<file path="src/rtl/pipe_pkg.sv">
// Shared definitions for the elastic pipeline stage register.
//   NOP_INSTR / NOP_OPCODE : encoding of the pipeline bubble instruction.
//   CNT_W_DEFAULT          : default width of the performance counters.
//   stage_state_t          : occupancy of a stage register (empty / main / main+skid).
package pipe_pkg;

  localparam logic [31:0] NOP_INSTR     = 32'hFC00_0000;
  localparam logic [5:0]  NOP_OPCODE    = 6'h3F;
  localparam int unsigned CNT_W_DEFAULT = 16;

  typedef enum logic [1:0] {
    StEmpty,
    StOne,
    StTwo
  } stage_state_t;

endpackage

</file>
<file path="src/rtl/pipe_sat_cnt.sv">
// Saturating event counter.
//   clk_i  : clock, rising edge
//   rst_ni : asynchronous active-low reset, clears the count
//   inc_i  : count one event this cycle
//   clr_i  : synchronous clear, wins over inc_i
//   cnt_o  : current count, sticks at all-ones
module pipe_sat_cnt #(
  parameter int unsigned CNT_W = 16
) (
  input  logic             clk_i,
  input  logic             rst_ni,
  input  logic             inc_i,
  input  logic             clr_i,
  output logic [CNT_W-1:0] cnt_o
);

  logic [CNT_W-1:0] cnt_q, cnt_d;

  always_comb begin
    cnt_d = cnt_q;
    if (clr_i) begin
      cnt_d = '0;
    end else if (inc_i && (cnt_q != '1)) begin
      cnt_d = cnt_q + CNT_W'(1);
    end
  end

  always_ff @(posedge clk_i or negedge rst_ni) begin
    if (!rst_ni) begin
      cnt_q <= '0;
    end else begin
      cnt_q <= cnt_d;
    end
  end

  assign cnt_o = cnt_q;

endmodule

</file>
<file path="src/rtl/pipe_stage_reg.sv">
// Elastic pipeline register for any stage boundary (IF/ID, ID/EX, EX/MEM, MEM/WB).
// Valid/ready handshake on both sides, optional two-entry skid buffer, hazard hold,
// flush-to-bubble and saturating stall/flush counters.
//   clk_i, rst_ni          : clock and asynchronous active-low reset
//   in_valid_i/in_ready_o  : upstream handshake, in_data_i payload
//   out_valid_o/out_ready_i: downstream handshake, out_data_o payload (BUBBLE when invalid)
//   hold_i                 : hazard stall, freezes contents and masks both handshakes
//   flush_i                : squash held and incoming payloads
//   stall_cnt_o            : cycles with downstream backpressure or hold
//   flush_cnt_o            : cycles where a flush destroyed a valid entry
//   clr_cnt_i              : synchronous clear of both counters
module pipe_stage_reg
  import pipe_pkg::*;
#(
  parameter int unsigned       DATA_W = 64,
  parameter logic [DATA_W-1:0] BUBBLE = 64'hFC00_0000_0000_0000,
  parameter bit                SKID   = 1'b1,
  parameter int unsigned       CNT_W  = CNT_W_DEFAULT
) (
  input  logic              clk_i,
  input  logic              rst_ni,
  input  logic              in_valid_i,
  output logic              in_ready_o,
  input  logic [DATA_W-1:0] in_data_i,
  output logic              out_valid_o,
  input  logic              out_ready_i,
  output logic [DATA_W-1:0] out_data_o,
  input  logic              hold_i,
  input  logic              flush_i,
  output logic [CNT_W-1:0]  stall_cnt_o,
  output logic [CNT_W-1:0]  flush_cnt_o,
  input  logic              clr_cnt_i
);

  stage_state_t      state_q, state_d;
  logic [DATA_W-1:0] main_q, main_d;
  logic [DATA_W-1:0] skid_q, skid_d;
  logic              in_ready_q, in_ready_d;
  logic              held_valid;
  logic              in_xfer, out_xfer;
  logic              stall_inc, flush_kill;

  assign held_valid = (state_q != StEmpty);

  // hold masks the port handshakes only; the internal valid survives and reappears.
  assign out_valid_o = held_valid & ~hold_i;
  assign out_data_o  = out_valid_o ? main_q : BUBBLE;

  // in_ready_q is 0 in reset and 1 from the first edge after release. Without the skid
  // buffer it only qualifies the combinational out_ready -> in_ready path.
  assign in_ready_o = in_ready_q & ~hold_i & (SKID ? 1'b1 : (~held_valid | out_ready_i));

  assign in_xfer  = in_valid_i & in_ready_o;
  assign out_xfer = out_valid_o & out_ready_i;

  // Under hold both transfers are already masked, so the case below leaves state alone.
  always_comb begin
    state_d = state_q;
    main_d  = main_q;
    skid_d  = skid_q;
    if (flush_i) begin
      // An out-transfer this cycle has already been sampled downstream; the incoming
      // payload is simply not captured.
      state_d = StEmpty;
    end else begin
      case (state_q)
        StEmpty: begin
          if (in_xfer) begin
            state_d = StOne;
            main_d  = in_data_i;
          end
        end
        StOne: begin
          if (in_xfer && out_xfer) begin
            main_d = in_data_i;
          end else if (in_xfer && SKID) begin
            state_d = StTwo;
            skid_d  = in_data_i;
          end else if (out_xfer) begin
            state_d = StEmpty;
          end
        end
        StTwo: begin
          if (out_xfer) begin
            state_d = StOne;
            main_d  = skid_q;
          end
        end
        default: state_d = StEmpty;
      endcase
    end
    in_ready_d = SKID ? (state_d != StTwo) : 1'b1;
  end

  always_ff @(posedge clk_i or negedge rst_ni) begin
    if (!rst_ni) begin
      state_q    <= StEmpty;
      in_ready_q <= 1'b0;
    end else begin
      state_q    <= state_d;
      in_ready_q <= in_ready_d;
    end
  end

  // Payload is masked by the bubble mux whenever invalid, so it needs no reset.
  always_ff @(posedge clk_i) begin
    main_q <= main_d;
    skid_q <= skid_d;
  end

  assign stall_inc = (out_valid_o & ~out_ready_i) | hold_i;

  // A main entry that leaves on the flush edge is delivered, not killed.
  assign flush_kill = flush_i & ((state_q == StTwo) | ((state_q == StOne) & ~out_xfer));

  pipe_sat_cnt #(
    .CNT_W(CNT_W)
  ) u_stall_cnt (
    .clk_i (clk_i),
    .rst_ni(rst_ni),
    .inc_i (stall_inc),
    .clr_i (clr_cnt_i),
    .cnt_o (stall_cnt_o)
  );

  pipe_sat_cnt #(
    .CNT_W(CNT_W)
  ) u_flush_cnt (
    .clk_i (clk_i),
    .rst_ni(rst_ni),
    .inc_i (flush_kill),
    .clr_i (clr_cnt_i),
    .cnt_o (flush_cnt_o)
  );

endmodule

</file>
<file path="config.mk">
export PLATFORM = sky130hd
export DESIGN_NAME = pipe_stage_reg
export DESIGN_NICKNAME = d
export VERILOG_FILES = /design/src/rtl/pipe_pkg.sv /design/src/rtl/pipe_sat_cnt.sv /design/src/rtl/pipe_stage_reg.sv
export SDC_FILE = /design/constraint.sdc
export NUM_CORES = 1
export LEC_CHECK = 0
export ABC_AREA = 1
export BUFFER_PORTS_ARGS = -buffer_cell sky130_fd_sc_hd__buf_2
export CORE_MARGIN = 1.5
export CORE_UTILIZATION = 48
export DETAILED_ROUTE_END_ITERATION = 10
export GPL_TIMING_DRIVEN = 0
export HOLD_SLACK_MARGIN = 0.02
export PLACE_DENSITY_LB_ADDON = 0.15
export SETUP_SLACK_MARGIN = 0.2
export SLEW_MARGIN = 20
export SYNTH_ARGS = -nofsm -noshare
export SYNTH_HDL_FRONTEND = slang
export SYNTH_SLANG_ARGS = --single-unit
</file>
<file path="constraint.sdc">
create_clock -name clk_i -period 7.4 [get_ports clk_i]
set_input_delay 0.37 -clock clk_i [delete_from_list [all_inputs] [get_ports clk_i]]
set_output_delay 0.37 -clock clk_i [all_outputs]
set_load 0.05 [all_outputs]
</file>
==> results of run 1 <==
-- state kept, by name, indices dropped and copies added (netlist names) --
name               flops
main_q                64
skid_q                64
u_stall_cnt.cnt_o     16
u_flush_cnt.cnt_o     16
in_ready_q             1
state_q                2
-- metal layers --
layer	global-route usage, %	wire length (um)
met5	0	12
met4	7.87	278
met2	34.6	8080
met3	4.88	921
met1	27.4	7330
-- cell usage after synthesis --
cell type	n	area, um^2
nand2_2	1	6.26
o21ai_2	5	43.8
nor2_8	1	20.0
nand3_4	1	17.5
o21bai_1	6	45.0
nor3_1	1	5.00
nand2_1	315	1180
dfrtp_1	35	876
inv_2	2	7.51
xor2_1	9	78.8
nor2_2	3	18.8
buf_6	4	45.0
and2_1	1	6.26
nor3b_1	1	7.51
edfxtp_1	128	3840
xnor2_1	2	17.5
o21ai_1	1	5.00
inv_1	83	312
buf_2	8	40.0
nand3b_1	4	30.0
ha_1	2	25.0
o21ai_0	5	25.0
nand4_1	8	50.1
nor2_4	3	33.8
nor2_1	110	413
clkbuf_1	17	63.8
nand3_1	38	190
a21o_1	1	7.51
a21oi_1	3	15.0
or2_2	8	50.1
nand2_4	1	11.3
nor4_1	1	6.26
-- cell families (layout without fill, tap and decap cells) --
kind of cell               Yosys count  count (layout)  share of synthesized area, %
DFF                                163             163                          62.9
AOI/OAI and AO/OA                   21              21                          1.89
and+or+nand+nor                    497             497                          27.3
adders and majority gates            2               2                         0.334
buffers and inverters              114             322                          6.24
other                                0               2                             0
xor gates and xnor gates            11              11                          1.28
-- layout make-up --
cell class              count  area share (%)
plain buffers              29            1.59
flip-flops and latches    163            50.3
clock buffers              17            4.54
multi-input cells         531            24.9
inverters                  85            3.40
well taps                 188            2.51
clock inverters            15            2.17
repair buffers            176            10.6
diodes                      2          0.0534
-- layout by cell type, fill, tap and decap left out, types with 2 or more instances in the layout --
cell type and count:
nand3b_1 4, nand3_1 38, a21oi_1 3, xor2_1 9, buf_2 175, o21ai_0 5, or2_2 8, nor2_1 109
nor2_2 3, buf_16 3, inv_6 4, o21ai_2 5, nand4_1 8, edfxtp_1 128, clkbuf_16 17, diode_2 2
inv_1 83, ha_1 2, nand2_1 315, clkbuf_1 17, buf_6 7, inv_2 2, clkinv_4 4, bufinv_16 4
xnor2_1 2, clkinv_2 2, o21bai_1 6, nor2_4 4, dfrtp_1 35, buf_8 2
-- per-stage QoR --
stage               cells  hold WS, ns  setup slack (ns)  power [mW]  area [um^2]
floorplan             808       0.0744              1.97        1.20         7500
global placement     1163        0.497             0.765        1.27         8580
detailed placement   1172        0.501              4.85        1.28         8750
CTS                  1204       0.0604              4.88        2.21         9380
global route         1204        0.119              4.75        2.27         9380
finish               1206       0.0496              4.93        2.19         9380
-- power by group through the flow --
stage | Clock [mW] | Sequential [mW] | Combinational (mW)
floorplan | 0 | 1.07 | 0.137
global placement | 0 | 1.05 | 0.219
detailed placement | 0 | 1.05 | 0.232
CTS | 0.947 | 1.03 | 0.233
global route | 0.985 | 1.03 | 0.253
finish | 0.931 | 1.03 | 0.230
-- worst paths after layout --
kind / from / end / slack, ns / cells past startpoint
hold reg to reg: skid_q[15] / main_q[15] / 0.51 / 2
hold / removal: rst_ni / u_flush_cnt.cnt_o[6] / 0.05 / 1
setup / recovery: state_q[1] / out_data_o[61] / 4.93 / 6
max in group asynchronous: rst_ni / u_stall_cnt.cnt_o[2] / 6.83 / 1
min in group clk_i: in_data_i[40] / skid_q[40] / 0.14 / 1
setup reg to reg: state_q[0] / main_q[47] / 4.97 / 9
-- worst reg2reg max path, stage by stage, from the launching register on --
cell	delay (ns)
dfrtp_1	0.40
nor2_2	0.07
nor2_2	0.16
nand2_1	0.14
nand2_1	0.10
inv_1	0.08
nor4_4	0.58
buf_8	0.23
buf_6	0.16
buf_4	0.21
==> PnR_summary.wiki, run 1 <==
{| class="wikitable"
! Metric !! Value
|-
| Slew of the pin with the lowest slew margin || 0.823 ns
|-
| Total Routed Length || 16600 um
|-
| Area of the core || 0.0152 mm^2
|-
| Cell-by-cell listing of the critical path || nor2_2 > nor2_2 > inv_2 > clkbuf_1 > or2_2 > buf_2
|-
| Time the worst path needs with I/O delays and setup || 2.47 ns
|-
| Post-Syn Area per Cell || 9.28 um^2
|-
| Max capacitance violation total || 0
|-
| Register area || 0.00472 mm^2
|-
| Total Neg Setup Slack || 0 ns
|-
| Category of cells accounting for the largest share of critical-path delay || buffers and inverters
|-
| Number of H-tree levels || 4
|-
| Cell count after synthesis || 808
|-
| Min-delay worst type || input pin to async pin
|-
| Slowest Stage Delay on Critical Path || 0.41 ns
|-
| Critical Setup Path Class || register to output port
|-
| Net switching power || 0.542 mW
|-
| Fraction of final layout cells with drive strength greater than 1 || 24.2%
|-
| Post-detailed-route DRC marker count || 0
|-
| Root Buffer || clkbuf_16
|-
| Final setup violation count || 0
|-
| Maximum achievable frequency || 0.405 GHz
|-
| CTS Hold Bufs || 0
|-
| Final core utilization || 61.7%
|-
| Synth Net Count || 881
|-
| Required time of the critical path || 7.03 ns
|-
| Die width || 128 um
|-
| Power density over the cells || 234 mW/mm^2
|-
| Slowest cell on the critical path || clkbuf_1
|-
| Routed wirelength normalized by instance count || 13.8 um
|-
| Warnings, synthesis || 0
|-
| Number of nets with antenna violations after detailed routing || 0
|-
| Pre-antenna DRT Iters || 5
|-
| Maximum fanout count along the critical path || 10
|-
| Share of power burned in registers || 47.1%
|-
| Filler cell count || 1309
|-
| Clock-pin transition on the worst setup and hold timing paths || 0.06 ns
|-
| Row count || 45
|-
| TritonCTS Buffers || 17
|-
| Initial core utilization || 49.3%
|-
| Number of distinct library cells after synthesis || 32
|-
| IR Drop Worst-Case VDD || 0.000151 V
|-
| Total of cells resized after clock tree synthesis || 0
|-
| Buffers added on ports || 167
|-
| First-pass GRT wire length || 26800 um
|-
| Number of sinks on the clock net || 163
|-
| Startpoint type of the worst setup path || register
|-
| Mean number of vias per cell || 4.76
|-
| Area of the die || 0.0164 mm^2
|-
| Residual overflow from global routing || 0
|-
| Status || completed
|-
| Number of antenna violations at the first check in global routing || 3
|-
| Number of DRC markers in iteration 0 || 274
|-
| Cell area after synthesis || 0.00750 mm^2
|-
| Post-CTS setup buffers || 0
|-
| Worst EP arrival || 2.10 ns
|-
| Number of nets at the end of the flow || 1076
|-
| Number of failing hold endpoints at the final stage || 0
|-
| Most prevalent standard cell on the critical path || nor2_2
|-
| Switching fraction of total power || 24.7%
|-
| DR vias || 5740
|-
| Routability cong. || 0.901
|-
| Height of the die || 128 um
|-
| Part of the Yosys area used for sequential elements || 62.9%
|-
| CTS tree || yes
|-
| Setup repair after global routing missed its margin || false
|-
| All-layer global routing usage || 21.1%
|-
| Area growth from synthesis to final layout || 25.1%
|-
| Crit share post-route || 33.3%
|-
| Total buffers and inverters traversed by the critical path || 3
|-
| Top Ports || 169
|-
| Leakage power total || 4.47 nW
|-
| DPL Wire Length || 12100 um
|-
| Slew headroom || 45.1%
|-
| Clock skew after layout || 0.00656 ns
|-
| Maximum number of pins on one net before global-route repair || 36
|-
| Clock buffer depth || 2
|-
| Count of state elements after synthesis || 163
|-
| Setup crit end kind || output port
|-
| Clk_lat worst skew || 0.42 ns
|-
| Share of total power in the clock network || 42.5%
|-
| Area of the multi-input gates || 0.00233 mm^2
|-
| Number of slew-limit violations in the final report || 0
|-
| Pint || 1.65 mW
|-
| Number of global-route vias before repair || 5393
|-
| Logic pwr share || 10.5%
|}
No activity file was read; power rests on OpenSTA's default activity.
==> run 2: changes to the inputs <==
- clock period: 7.4 -> 2.5 ns (I/O delays scaled with it)
==> PnR_summary.wiki, run 2 (synthesis gave the netlist of run 1 again) <==
{| class="wikitable"
! Metric !! Value
|-
| Number of nets at the end of the flow || 1141 (+6.0%)
|-
| Number of slew-limit violations in the final report || 0 (unchanged)
|-
| TritonCTS Buffers || 17 (unchanged)
|-
| Critical Setup Path Class || register to output port
|-
| Die width || 128 um (unchanged)
|-
| All-layer global routing usage || 22.1% (+1.0 points)
|-
| Row count || 45 (unchanged)
|-
| Startpoint type of the worst setup path || register
|-
| Routability cong. || 0.895 (-0.64%)
|-
| Clock-pin transition on the worst setup and hold timing paths || 0.06 ns (about the same)
|-
| Setup repair after global routing missed its margin || false
|-
| Maximum achievable frequency || 0.475 GHz
|-
| Number of nets with antenna violations after detailed routing || 0 (unchanged)
|-
| Clock skew after layout || 0.00551 ns (-0.00105 ns)
|-
| Max capacitance violation total || 0 (unchanged)
|-
| Area of the die || 0.0164 mm^2 (unchanged)
|-
| Worst EP arrival || 1.98 ns (-0.12 ns)
|-
| Time the worst path needs with I/O delays and setup || 2.10 ns
|-
| Final std cell area, no fill || 0.00996 mm^2 (+6.1%)
|-
| Routed wirelength normalized by instance count || 13.6 um (-1.5%)
|-
| Area of the core || 0.0152 mm^2 (unchanged)
|-
| Mean number of vias per cell || 4.74 (-0.37%)
|-
| Residual overflow from global routing || 0 (unchanged)
|-
| Maximum number of pins on one net before global-route repair || 36 (unchanged)
|-
| DPL Wire Length || 12000 um (-1.1%)
|-
| Instance area after placement || 0.00875 mm^2 (about the same)
|-
| Number of failing hold endpoints at the final stage || 0 (unchanged)
|-
| Required time of the critical path || 2.38 ns (-4.65 ns)
|-
| Root Buffer || clkbuf_16
|-
| Top Ports || 169 (unchanged)
|-
| Leakage power total || 4.69 nW (+5.0%)
|-
| Filler cell count || 1226 (-6.3%)
|-
| Most frequent standard cell in the layout excluding fill and tap cells || nand2_1
|-
| Post-detailed-route DRC marker count || 0 (unchanged)
|-
| Slew headroom || 44.9% (-0.26 points)
|-
| Number of DRC markers in iteration 0 || 264 (-3.6%)
|-
| Number of sinks on the clock net || 163 (unchanged)
|-
| Buffers added on ports || 167 (unchanged)
|-
| CTS tree || yes
|-
| Number of global-route vias before repair || 5728 (+6.2%)
|-
| Most used cells in the layout excluding fill and tap cells || nand2_1 (313), buf_2 (175), edfxtp_1 (128)
|-
| Final setup violation count || 0 (unchanged)
|-
| Share of total power in the clock network || 39.0% (-3.5 points)
|-
| Min-delay worst type || input pin to register
|-
| Pre-antenna DRT Iters || 4 (-1)
|-
| Maximum fanout count along the critical path || 10 (unchanged)
|-
| DR vias || 6013 (+4.8%)
|-
| IR Drop Worst-Case VDD || 0.000452 V (+200%)
|-
| Total Routed Length || 17200 um (+3.6%)
|-
| Fraction of final layout cells with drive strength greater than 1 || 23.0% (-1.2 points)
|-
| Setup crit end kind || output port
|-
| First-pass GRT wire length || 27900 um (+4.0%)
|-
| Clk_lat worst skew || 0.42 ns (about the same)
|-
| Share of power burned in registers || 48.8% (+1.7 points)
|-
| Slew of the pin with the lowest slew margin || 0.827 ns (+0.00394 ns)
|-
| Net switching power || 1.55 mW (+190%)
|-
| Switching fraction of total power || 24.7% (-0.042 points)
|-
| Registers with the highest flip-flop counts || main_q (64), skid_q (64)
|-
| Design Power || 6.27 mW (+190%)
|-
| Final antenna diode count || 0 (-2)
|-
| Pint || 4.72 mW (+190%)
|-
| Power density over the cells || 630 mW/mm^2 (+170%)
|-
| Initial core utilization || 49.3% (unchanged)
|-
| Height of the die || 128 um (unchanged)
|-
| Worst slack on hold paths || 0.0907 ns (+0.0411 ns)
|-
| Area growth from synthesis to final layout || 32.8%
|-
| Number of antenna violations at the first check in global routing || 0 (-3)
|-
| Clock buffer depth || 2 (unchanged)
|-
| Crit share post-route || 84.2%
|-
| Post-CTS setup buffers || 0 (unchanged)
|-
| Status || completed
|-
| Logic pwr share || 12.2% (+1.7 points)
|-
| Number of H-tree levels || 4 (unchanged)
|}
## run 2: cell count changes in the layout (fill, tap and decap cells not counted), sizes merged
cell | previous run | this run
diode | 2 | 0
clkinv | 7 | 6
dlygate4sd3 | 0 | 65
inv | 89 | 85
bufinv | 4 | 2
clkbuf | 34 | 37
clkinvlp | 0 | 3
## run 2: path summary, 6_finish.rpt
check,end,startpoint,depth (start not counted),slack [ns]
setup reg to reg,skid_q[43],state_q[1],10,0.43
hold reg to reg,main_q[22],skid_q[22],2,0.51
max in group asynchronous,u_stall_cnt.cnt_o[12],rst_ni,2,1.63
setup / recovery,out_data_o[24],state_q[1],6,0.40
hold / removal,state_q[0],out_ready_i,4,0.09
min in group asynchronous,u_flush_cnt.cnt_o[6],rst_ni,2,0.34
## run 2: layout make-up
type | count | area, um^2 | area share [%]
flip-flops and latches | 163 | 4720 | 47.4
multi-input cells | 531 | 2350 | 23.6
repair buffers | 241 | 1630 | 16.4
clock buffers | 20 | 437 | 4.39
inverters | 85 | 319 | 3.20
well taps | 188 | 235 | 2.36
plain buffers | 29 | 151 | 1.52
clock inverters | 11 | 114 | 1.14
## run 2: worst max-delay path: stages, from the launching register on
cell	delay [ns]
dfrtp_1	0.42
nor2_4	0.16
nor2_4	0.07
inv_2	0.19
clkbuf_1	0.39
nor2_1	0.10
buf_2	0.23
## run 2: per-layer routing
metal  vias up  wire length [um]  GRT usage, %  part of all wire, %
met4         0               238          6.94                  1.4
met2       133              8770          38.4                   51
met3        19               768          5.34                  4.5
met1      2780              7440          27.2                   43
met5         -                 0             0                    0
li1       3081                 -             -                    -
## run 2: what timing repair did
item,CTS,global route
hold endpoints to repair,163,0
gates resized for setup,0,4
endpoints found under the setup margin,0,10
hold buffers,65,0
## run 2: power by group through the flow
stage	registers [mW]	clock network [mW]	logic [mW]
finish	3.06	2.45	0.766
global route	3.06	2.62	0.837
CTS	3.06	2.49	0.771
detailed placement	3.11	0	0.685
global placement	3.12	0	0.658
floorplan	3.15	0	0.411
## run 2: stage by stage
stage,TNS [ns],util [%],std cells,worst slack (ns)
4_1_cts,0,65.5,1268,0.201
6_report,0,65.5,1268,0.396
5_1_grt,0,65.5,1268,0.246
3_5_place_dp,0,57.6,1172,0.405
2_1_floorplan,-69.35,-,808,-1.08
3_3_place_gp,-146.11,56.6,1163,-1.88
